**src/rtl/rv_exec_pkg.sv**
```systemverilog
// rv_exec_pkg: shared widths and one-hot ALU op bit positions for the execute datapath
package rv_exec_pkg;
  localparam int XLEN = 32;
  localparam int NREG_LOG2 = 5;
  localparam int NREG = 1 << NREG_LOG2;
  localparam int ALU_OP_W = 10;
  localparam int SHAMT_W = 5;
  localparam int ALU_ADD = 0;
  localparam int ALU_SUB = 1;
  localparam int ALU_AND = 2;
  localparam int ALU_OR = 3;
  localparam int ALU_XOR = 4;
  localparam int ALU_SLL = 5;
  localparam int ALU_SRL = 6;
  localparam int ALU_SRA = 7;
  localparam int ALU_SLT = 8;
  localparam int ALU_SLTU = 9;
  typedef logic [ALU_OP_W-1:0] alu_op_t;
endpackage

```
**src/rtl/rv_exec_datapath_if.sv**
```systemverilog
// rv_exec_datapath_if: register file, ALU and funct3 decode signals between decode and execute
interface rv_exec_datapath_if;
  import rv_exec_pkg::*;
  logic wen;
  logic [NREG_LOG2-1:0] waddr;
  logic [XLEN-1:0] wdata;
  logic [NREG_LOG2-1:0] raddr1;
  logic [XLEN-1:0] rdata1;
  logic [NREG_LOG2-1:0] raddr2;
  logic [XLEN-1:0] rdata2;
  logic [XLEN-1:0] alu_src1;
  logic [XLEN-1:0] alu_src2;
  alu_op_t alu_op;
  logic [XLEN-1:0] alu_result;
  logic [2:0] funct3;
  logic [7:0] funct3_d;
  modport master (
    output wen, waddr, wdata, raddr1, raddr2, alu_src1, alu_src2, alu_op, funct3,
    input rdata1, rdata2, alu_result, funct3_d
  );
  modport slave (
    input wen, waddr, wdata, raddr1, raddr2, alu_src1, alu_src2, alu_op, funct3,
    output rdata1, rdata2, alu_result, funct3_d
  );
endinterface

```
**src/rtl/rv_regfile.sv**
```systemverilog
// rv_regfile: 32xXLEN register file, x0 reads zero, async clear; REGFILE_BYPASS_EN adds write-through reads
module rv_regfile
  import rv_exec_pkg::*;
(
  input  logic                 clk,
  input  logic                 reset,
  input  logic                 wen_i,
  input  logic [NREG_LOG2-1:0] waddr_i,
  input  logic [XLEN-1:0]      wdata_i,
  input  logic [NREG_LOG2-1:0] raddr1_i,
  output logic [XLEN-1:0]      rdata1_o,
  input  logic [NREG_LOG2-1:0] raddr2_i,
  output logic [XLEN-1:0]      rdata2_o
);
  logic [XLEN-1:0] regs_q [NREG];
  logic fwd1, fwd2;
`ifdef REGFILE_BYPASS_EN
  assign fwd1 = wen_i && waddr_i != '0 && raddr1_i == waddr_i;
  assign fwd2 = wen_i && waddr_i != '0 && raddr2_i == waddr_i;
`else
  assign fwd1 = 1'b0;
  assign fwd2 = 1'b0;
`endif
  // Clear everything on reset; otherwise commit writes to any register except x0
  always_ff @(posedge clk or posedge reset)
    if (reset) for (int i = 0; i < NREG; i++) regs_q[i] <= '0;
    else if (wen_i && waddr_i != '0) regs_q[waddr_i] <= wdata_i;
  assign rdata1_o = raddr1_i == '0 ? '0 : fwd1 ? wdata_i : regs_q[raddr1_i];
  assign rdata2_o = raddr2_i == '0 ? '0 : fwd2 ? wdata_i : regs_q[raddr2_i];
endmodule

```
**src/rtl/rv_exec_datapath.sv**
```systemverilog
// rv_exec_datapath: execute slice with register file, one-hot ALU and funct3 one-hot decoder
module rv_exec_datapath
  import rv_exec_pkg::*;
(
  input logic clk,
  input logic reset,
  rv_exec_datapath_if.slave bus
);
  logic [XLEN-1:0] a, b;
  alu_op_t op;
  logic [SHAMT_W-1:0] sh;
  assign a = bus.alu_src1;
  assign b = bus.alu_src2;
  assign op = bus.alu_op;
  assign sh = b[SHAMT_W-1:0];
  rv_regfile u_regfile (
    .clk      (clk),
    .reset    (reset),
    .wen_i    (bus.wen),
    .waddr_i  (bus.waddr),
    .wdata_i  (bus.wdata),
    .raddr1_i (bus.raddr1),
    .rdata1_o (bus.rdata1),
    .raddr2_i (bus.raddr2),
    .rdata2_o (bus.rdata2)
  );
  // Every selected sub-result is ORed in, so no op gives 0 and several ops merge
  always_comb
    bus.alu_result = ({XLEN{op[ALU_ADD]}} & (a + b))
                   | ({XLEN{op[ALU_SUB]}} & (a - b))
                   | ({XLEN{op[ALU_AND]}} & (a & b))
                   | ({XLEN{op[ALU_OR]}} & (a | b))
                   | ({XLEN{op[ALU_XOR]}} & (a ^ b))
                   | ({XLEN{op[ALU_SLL]}} & (a << sh))
                   | ({XLEN{op[ALU_SRL]}} & (a >> sh))
                   | ({XLEN{op[ALU_SRA]}} & XLEN'($signed(a) >>> sh))
                   | ({XLEN{op[ALU_SLT]}} & XLEN'($signed(a) < $signed(b)))
                   | ({XLEN{op[ALU_SLTU]}} & XLEN'(a < b));
  assign bus.funct3_d = 8'b1 << bus.funct3;
endmodule

```
**src/flat_wrapper.sv**
```systemverilog
// flat-port wrapper written by rule: the top's interface ports become plain ports
module rv_exec_datapath_flat import rv_exec_pkg::*;
  (clk, reset, bus_wen, bus_waddr, bus_wdata, bus_raddr1, bus_raddr2, bus_alu_src1, bus_alu_src2, bus_alu_op, bus_funct3, bus_rdata1, bus_rdata2, bus_alu_result, bus_funct3_d);
  rv_exec_datapath_if bus_i ();
  input logic clk;
  input logic reset;
  input wire logic [$bits(bus_i.wen)-1:0] bus_wen;
  input wire logic [$bits(bus_i.waddr)-1:0] bus_waddr;
  input wire logic [$bits(bus_i.wdata)-1:0] bus_wdata;
  input wire logic [$bits(bus_i.raddr1)-1:0] bus_raddr1;
  input wire logic [$bits(bus_i.raddr2)-1:0] bus_raddr2;
  input wire logic [$bits(bus_i.alu_src1)-1:0] bus_alu_src1;
  input wire logic [$bits(bus_i.alu_src2)-1:0] bus_alu_src2;
  input wire logic [$bits(bus_i.alu_op)-1:0] bus_alu_op;
  input wire logic [$bits(bus_i.funct3)-1:0] bus_funct3;
  output wire logic [$bits(bus_i.rdata1)-1:0] bus_rdata1;
  output wire logic [$bits(bus_i.rdata2)-1:0] bus_rdata2;
  output wire logic [$bits(bus_i.alu_result)-1:0] bus_alu_result;
  output wire logic [$bits(bus_i.funct3_d)-1:0] bus_funct3_d;
  assign bus_i.wen = bus_wen;
  assign bus_i.waddr = bus_waddr;
  assign bus_i.wdata = bus_wdata;
  assign bus_i.raddr1 = bus_raddr1;
  assign bus_i.raddr2 = bus_raddr2;
  assign bus_i.alu_src1 = bus_alu_src1;
  assign bus_i.alu_src2 = bus_alu_src2;
  assign bus_i.alu_op = bus_alu_op;
  assign bus_i.funct3 = bus_funct3;
  assign bus_rdata1 = bus_i.rdata1;
  assign bus_rdata2 = bus_i.rdata2;
  assign bus_alu_result = bus_i.alu_result;
  assign bus_funct3_d = bus_i.funct3_d;
  rv_exec_datapath u_core (.clk(clk), .reset(reset), .bus(bus_i));
endmodule
```
**config.mk**
```make
export PLATFORM = sky130hd
export DESIGN_NAME = rv_exec_datapath_flat
export DESIGN_NICKNAME = d
export VERILOG_FILES = /design/src/rtl/rv_exec_pkg.sv /design/src/rtl/rv_exec_datapath_if.sv /design/src/rtl/rv_regfile.sv /design/src/rtl/rv_exec_datapath.sv /design/src/flat_wrapper.sv
export SDC_FILE = /design/constraint.sdc
export NUM_CORES = 2
export LEC_CHECK = 0
export ABC_AREA = 1
export BUFFER_PORTS_ARGS = -buffer_cell sky130_fd_sc_hd__clkbuf_2
export CORE_MARGIN = 1
export CORE_UTILIZATION = 25
export CTS_CLUSTER_SIZE = 14
export DETAILED_ROUTE_END_ITERATION = 12
export GPL_ROUTABILITY_DRIVEN = 0
export SYNTH_ARGS = -nofsm -noshare
export SYNTH_HDL_FRONTEND = slang
export SYNTH_SLANG_ARGS = --single-unit
```
**constraint.sdc**
```tcl
create_clock -name clk -period 36.6 [get_ports clk]
set_input_delay 3.66 -clock clk [delete_from_list [all_inputs] [get_ports clk]]
set_output_delay 3.66 -clock clk [all_outputs]
set_load 0.01 [all_outputs]
```
== Word level (Yosys, flattened, before mapping) ==
Index checks and enable logic that the tools add are counted.
Storage, ports and cells
  register bits after elaboration: 1024
  bits of input ports: 127
  output and inout bits: 104
  word-level logic and storage cells: 85
Cells by class
  add/subtract/negate cells: 2
  magnitude comparators: 6
  shift operators: 4
  multiplexer cells: 11
  bitwise gates (word level): 25
  reduce and logical (&&, ||, !) cells: 5
Operators by type and width (count)
  $bwmux 1024: 1
  $bmux 32 s5: 2
  $or 32x32->32: 10
  $and 32x32->32: 9
  $mux 32: 7
  $demux 32 s5: 1
  $and 32x1->32: 2
  $lt 32x32->1: 2
  $add 32x32->32: 1
  $shl 32x5->32: 1
  $shr 32x5->32: 1
  $sshr 32x5->32: 1
  $sub 32x32->32: 1
  $xor 32x32->32: 1
  $ge 6x6->1 const B: 3
  $not 5->6: 3
  $logic_not 5->1: 2
  $shl 1x3->8 const A: 1
  $lt 6x1->1 const B: 1
  $reduce_bool 5->1: 1
  $logic_and 1x1->1: 2

== Logic depth before layout (Yosys ltp) ==
  depth after elaboration: 11
  gate-level depth with buffers: 18

== By module ==
Synthesis repeated with hierarchy kept, for this count alone.
Second synthesis, totals
  cells, all modules: 10434
  area total of the unflattened synthesis: 67061.8 µm²
Modules (own cells, without submodules)
  rv_regfile: times used 1, cells each 8323, area an instance 56750.7 µm², sequential area each 25624.6 µm²
  rv_exec_datapath: times used 1, cells each 2111, area an instance 10311.1 µm², sequential area each 0.0 µm²

== Least setup slack after synthesis ==
Ideal clock, no wire load.
  path kind: input port to output port
  from: input port bus_alu_src2[3]
  to: output port bus_alu_result[31]
  arrival time: 5.845 ns
  data required time: 32.940 ns
  slack: 27.095 ns
  cell stages on the path: 18
  buffers on the path: 4
  cell sequence: clkbuf_1 -> inv_1 -> clkbuf_1 -> clkbuf_1 -> ha_1 -> clkbuf_1 -> nor2_1 -> nand2_1 -> inv_1 -> nand2_1 -> nand2_1 -> nand2_1 -> nand2_1 -> nand2_1 -> nand2_1 -> nand2_1 -> nand3_1 -> nand3_1
On the way
  longest elaborated chain between the ends: 11
  elaborated cells between the ends (all ways): 19
RTL lines
  start, declared: RTL line flat_wrapper.sv:13  | input wire logic [$bits(bus_i.alu_src2)-1:0] bus_alu_src2;
  $add 32x32->32 or $sub 32x32->32 (tied branches): RTL line rv_exec_datapath.sv:29, rv_exec_datapath.sv:30
  $and 32x32->32, on equally long branches: RTL line rv_exec_datapath.sv:29, rv_exec_datapath.sv:30
  $or 32x32->32: RTL line rv_exec_datapath.sv:30  | | ({XLEN{op[ALU_SUB]}} & (a - b))
  $or 32x32->32: RTL line rv_exec_datapath.sv:31  | | ({XLEN{op[ALU_AND]}} & (a & b))
  $or 32x32->32: RTL line rv_exec_datapath.sv:32  | | ({XLEN{op[ALU_OR]}} & (a | b))
  $or 32x32->32: RTL line rv_exec_datapath.sv:33  | | ({XLEN{op[ALU_XOR]}} & (a ^ b))
  $or 32x32->32: RTL line rv_exec_datapath.sv:34  | | ({XLEN{op[ALU_SLL]}} & (a << sh))
  $or 32x32->32: RTL line rv_exec_datapath.sv:35  | | ({XLEN{op[ALU_SRL]}} & (a >> sh))
  $or 32x32->32 *: RTL line rv_exec_datapath.sv:36  | | ({XLEN{op[ALU_SRA]}} & XLEN'($signed(a) >>> sh))
  $or 32x32->32 *: RTL line rv_exec_datapath.sv:37  | | ({XLEN{op[ALU_SLT]}} & XLEN'($signed(a) < $signed(b)))
  $or 32x32->32 *: RTL line rv_exec_datapath.sv:38  | | ({XLEN{op[ALU_SLTU]}} & XLEN'(a < b));
  end, declared: RTL line flat_wrapper.sv:18  | output wire logic [$bits(bus_i.alu_result)-1:0] bus_alu_result;
Every way passes the cells marked *; elsewhere a longest branch is shown, timed or not.

== Worst setup path after layout ==
  from: input port bus_raddr1[0]
  to: output port bus_rdata1[9]
On the way
  longest elaborated chain between the ends: 5
  elaborated cells between the ends (all ways): 6
RTL lines
  start, declared: RTL line flat_wrapper.sv:10  | input wire logic [$bits(bus_i.raddr1)-1:0] bus_raddr1;
  $not 5->6 (not written as such): RTL line rv_regfile.sv:28  | assign rdata1_o = raddr1_i == '0 ? '0 : fwd1 ? wdata_i : regs_q[raddr1_i];
  $bmux 32 s5: RTL line rv_regfile.sv:28
  $mux 32 (not written as such) (2 in a row): RTL line rv_regfile.sv:28
  $mux 32 *: RTL line rv_regfile.sv:28
  end, declared: RTL line flat_wrapper.sv:16  | output wire logic [$bits(bus_i.rdata1)-1:0] bus_rdata1;
Every way passes the cells marked *; elsewhere a longest branch is shown, timed or not. The select of a mux whose other input is x is not followed.

==> results.yml <==
worst_hold_path:
  hp-class: "reg2reg"
  hp-start: "u_core.u_regfile.regs_q[1021]"
  hold_depth: 0
  hold_end: "u_core.u_regfile.regs_q[1021]"
drt:
  avgRoutedWirePerCell_um: 21.6
  post-route-drc-count: 0
  vias: 67000
  antenna_left: 0
  firstDrtPassIters: 8
  wirelength_um: 266000
  drt_first_iter_violations: 9238
  via_per_inst: 5.44
timing:
  post-route-min-period_ps: 11430
  fmax_mhz: 87.5
  slew_violations: 0
  rsz0062_at_grt: "no"
  hold_viol: 0
  fin_crit_sh_pct: 31.2
  tightest_slew_ps: 1210
  tns_ps: 0
  setup_viol: 0
  hold_slack_ps: 401
  relSlewSlack_pct: 19.1
  setup_ws_ps: 25170
  fin_worst_skew_ps: 0
pwr:
  power_density_nw_per_um2: 49.6
  total_power_w: 0.00353
  vdd_ir_drop_max_mv: 0.0472
  leakage_nw: 31.9
cells_and_area:
  largest_reg_flops: 1024
  stdcell_area_um2: 71000
  layout.nets: 9071
  drive_gt1_share_pct: 6.09
  reg_top3: "u_core.u_regfile.regs_q (1024)"
  nFillCells: 28000
  areaGrowthSynthToFinish_pct: 11.2
  top_register: "u_core.u_regfile.regs_q"
global_routing:
  grt_pass1_vias: 60900
  track_usage_pct: 19.9
  grt.overflow.total: 0
  grt_max_degree: 223
  antenna_found_initial: 14
  grt_first_pass_wirelength_um: 395000
setup_path:
  start_kind: "input port"
  cp.required_ps: 32940
  r2r_slack_ps: 35820
  r2r_end: "u_core.u_regfile.regs_q[798]"
  cp.arrival_ps: 7770
  cp_max_fo: 182
  cp_cell_sequence: "buf_8 -> inv_8 -> buf_12 -> buf_4 -> nor2_1 -> nor2_1 -> a21oi_1 -> a21oi_1 -> o21ai_0 -> nand3_1 -> nand2_1 -> nor2_1 -> clkbuf_2"
  path_common_cell: "nor2_1"
  crit_path_end_kind: "output port"
  rr_worst_depth: 2
  crit_slowest_cell: "inv_8"
  setup.worst_path.class: "in2out"
  critPathMaxStageDelay_ps: 810
  r2r-start: "u_core.u_regfile.regs_q[798]"
floorplanning:
  core_area_um2: 254000
  pin_count: 231
  dieWidth_um: 508
  num_rows: 185
  initial_core_util_pct: 25.1
  dieArea_um2: 258000
  die_h_um: 508
cts:
  clock_path_buffers: 3
  cts_resized: 0
  cts_root_buf: "clkbuf_16"
  clock_latency_ps: 730
  cts.htree.levels: 3
  post_cts_buffers: 0
  numCtsBuffers: 113
  cts_tree: "built"
  clock-sinks: 1024
  hold_buffers: 0
  clkSlewWorstSetupHoldPaths_ps: 60
synth:
  yosysWarnings: 0
  synthArstFlopShare_pct: 100
  syn-cell-area_um2: 63900
  synth_edf_count: 0
  synthCells: 9276
  syn_nets: 9502
  yosysUniqueCellTypes: 37
  synthFlopType: "dfrtp_1"
  ys_ff_latch: 1024
  syn_avg_cell_area_um2: 6.89
  synth_area_leaders: "dfrtp_1 (40%), o21ai_0 (16%), nand2_1 (10%)"
  yosysTopAreaCell: "dfrtp_1"
  synth_top_cell_area_share_pct: 40.1
  yosysSeqAreaShare_pct: 40.1
run_status:
  status: "finished, final reports clean"
placed_design:
  place_ws_ps: 25360
  dpl.hpwl_um: 149000
  place.port_buffers: 230
  placed_area_um2: 67000
flow_run:
  cap_violations: 0
==> where the power goes <==
group          internal, W  leakage, nW  switching, W
combinational     0.000256         16.7      0.000495
clock             0.000761         2.00      0.000502
sequential         0.00134         13.2      0.000167
total              0.00236         31.9       0.00116
==> kinds of logic (layout without fill, tap and decap cells) <==
family	count (synthesis)	count (layout)	share of synthesized area, %
AOI/OAI and AO/OA	2908	2908	25.3
adders and majority gates	99	99	1.96
buffers and inverters	1249	913	7.45
DFF	1024	1024	40.1
other	0	2	0
and+or+nand+nor	3996	3996	25.2
==> cells in the final DEF (no fill, tap or decap), types with 27 or more instances in the layout <==
master     instances
a21oi_1          352
buf_4             74
clkbuf_1          27
clkbuf_16        115
clkbuf_2         220
dfrtp_1         1024
ha_1              97
inv_1            376
nand2_1         1769
nand2_4           27
nand3_1          660
nor2_1          1450
nor3_1            38
o211ai_1          43
o21ai_0         2019
o221ai_1         335
o22ai_1          133
==> cell usage after synthesis, types with 4 or more instances <==
cell type  number
nand3_1       662
buf_2          58
and2_1         12
ha_1           97
inv_1         385
o221ai_1      335
a221oi_1        4
clkbuf_1      731
inv_2           5
nand2_1      1785
o22ai_1       133
nor3_1         38
nand2_2        11
nor2_1       1450
dfrtp_1      1024
o211ai_1       43
nor3_2          4
nor4_1          4
buf_1          64
nand4_1        20
a211oi_1        5
a21oi_1       352
clkinv_1        6
o21ai_0      2019
o21bai_1        9
==> worst max path at each step <==
| stage | from | to | slack [ps] | cells past startpoint |
|---|---|---|---|---|
| after floorplan | reset | u_core.u_regfile.regs_q[0] | 4120 | 1 |
| after global placement | bus_raddr1[0] | bus_rdata1[9] | 25360 | 13 |
| after detailed placement | bus_raddr1[0] | bus_rdata1[9] | 25360 | 13 |
| after CTS | bus_raddr1[0] | bus_rdata1[9] | 25350 | 13 |
| after global routing | bus_raddr1[0] | bus_rdata1[0] | 25030 | 11 |
| final | bus_raddr1[0] | bus_rdata1[9] | 25170 | 13 |
==> metal layers <==
metal  global-route usage, %  up-vias  wire length [µm]
met5                       0        -                38
met4                    10.4        6             14700
met3                    3.62      712             27600
met2                    30.6     4090            116000
met1                    26.4    31600            108000
li1                        -    30600                 -
==> worst max-delay path: cells and delay by family <==
kind                   cells  cell delay, ps
buffers and inverters      5            2600
AND/OR/NAND/NOR            5             870
AO/OA/AOI/OAI              3             310
==> area by class of cell <==
type | count | area (µm²) | area share, %
Multi-Input combinational cell | 7003 | 33700 | 47.4
Sequential cell | 1024 | 25600 | 36.1
Tap cell | 3366 | 4210 | 5.93
Clock buffer | 167 | 3320 | 4.68
Timing Repair Buffer | 307 | 1880 | 2.65
Inverter | 396 | 1540 | 2.17
Clock inverter | 43 | 754 | 1.06
Antenna cell | 2 | 5.00 | 0.00704
==> metrics by stage <==
stage | utilization, % | instances
after global routing | 28.0 | 12300
after detailed placement | 26.3 | 12100
after floorplan | - | 9276
final | 28.0 | 12300
after CTS | 28.0 | 12300
after global placement | 26.3 | 12100
(Power assumes the default switching activity.)
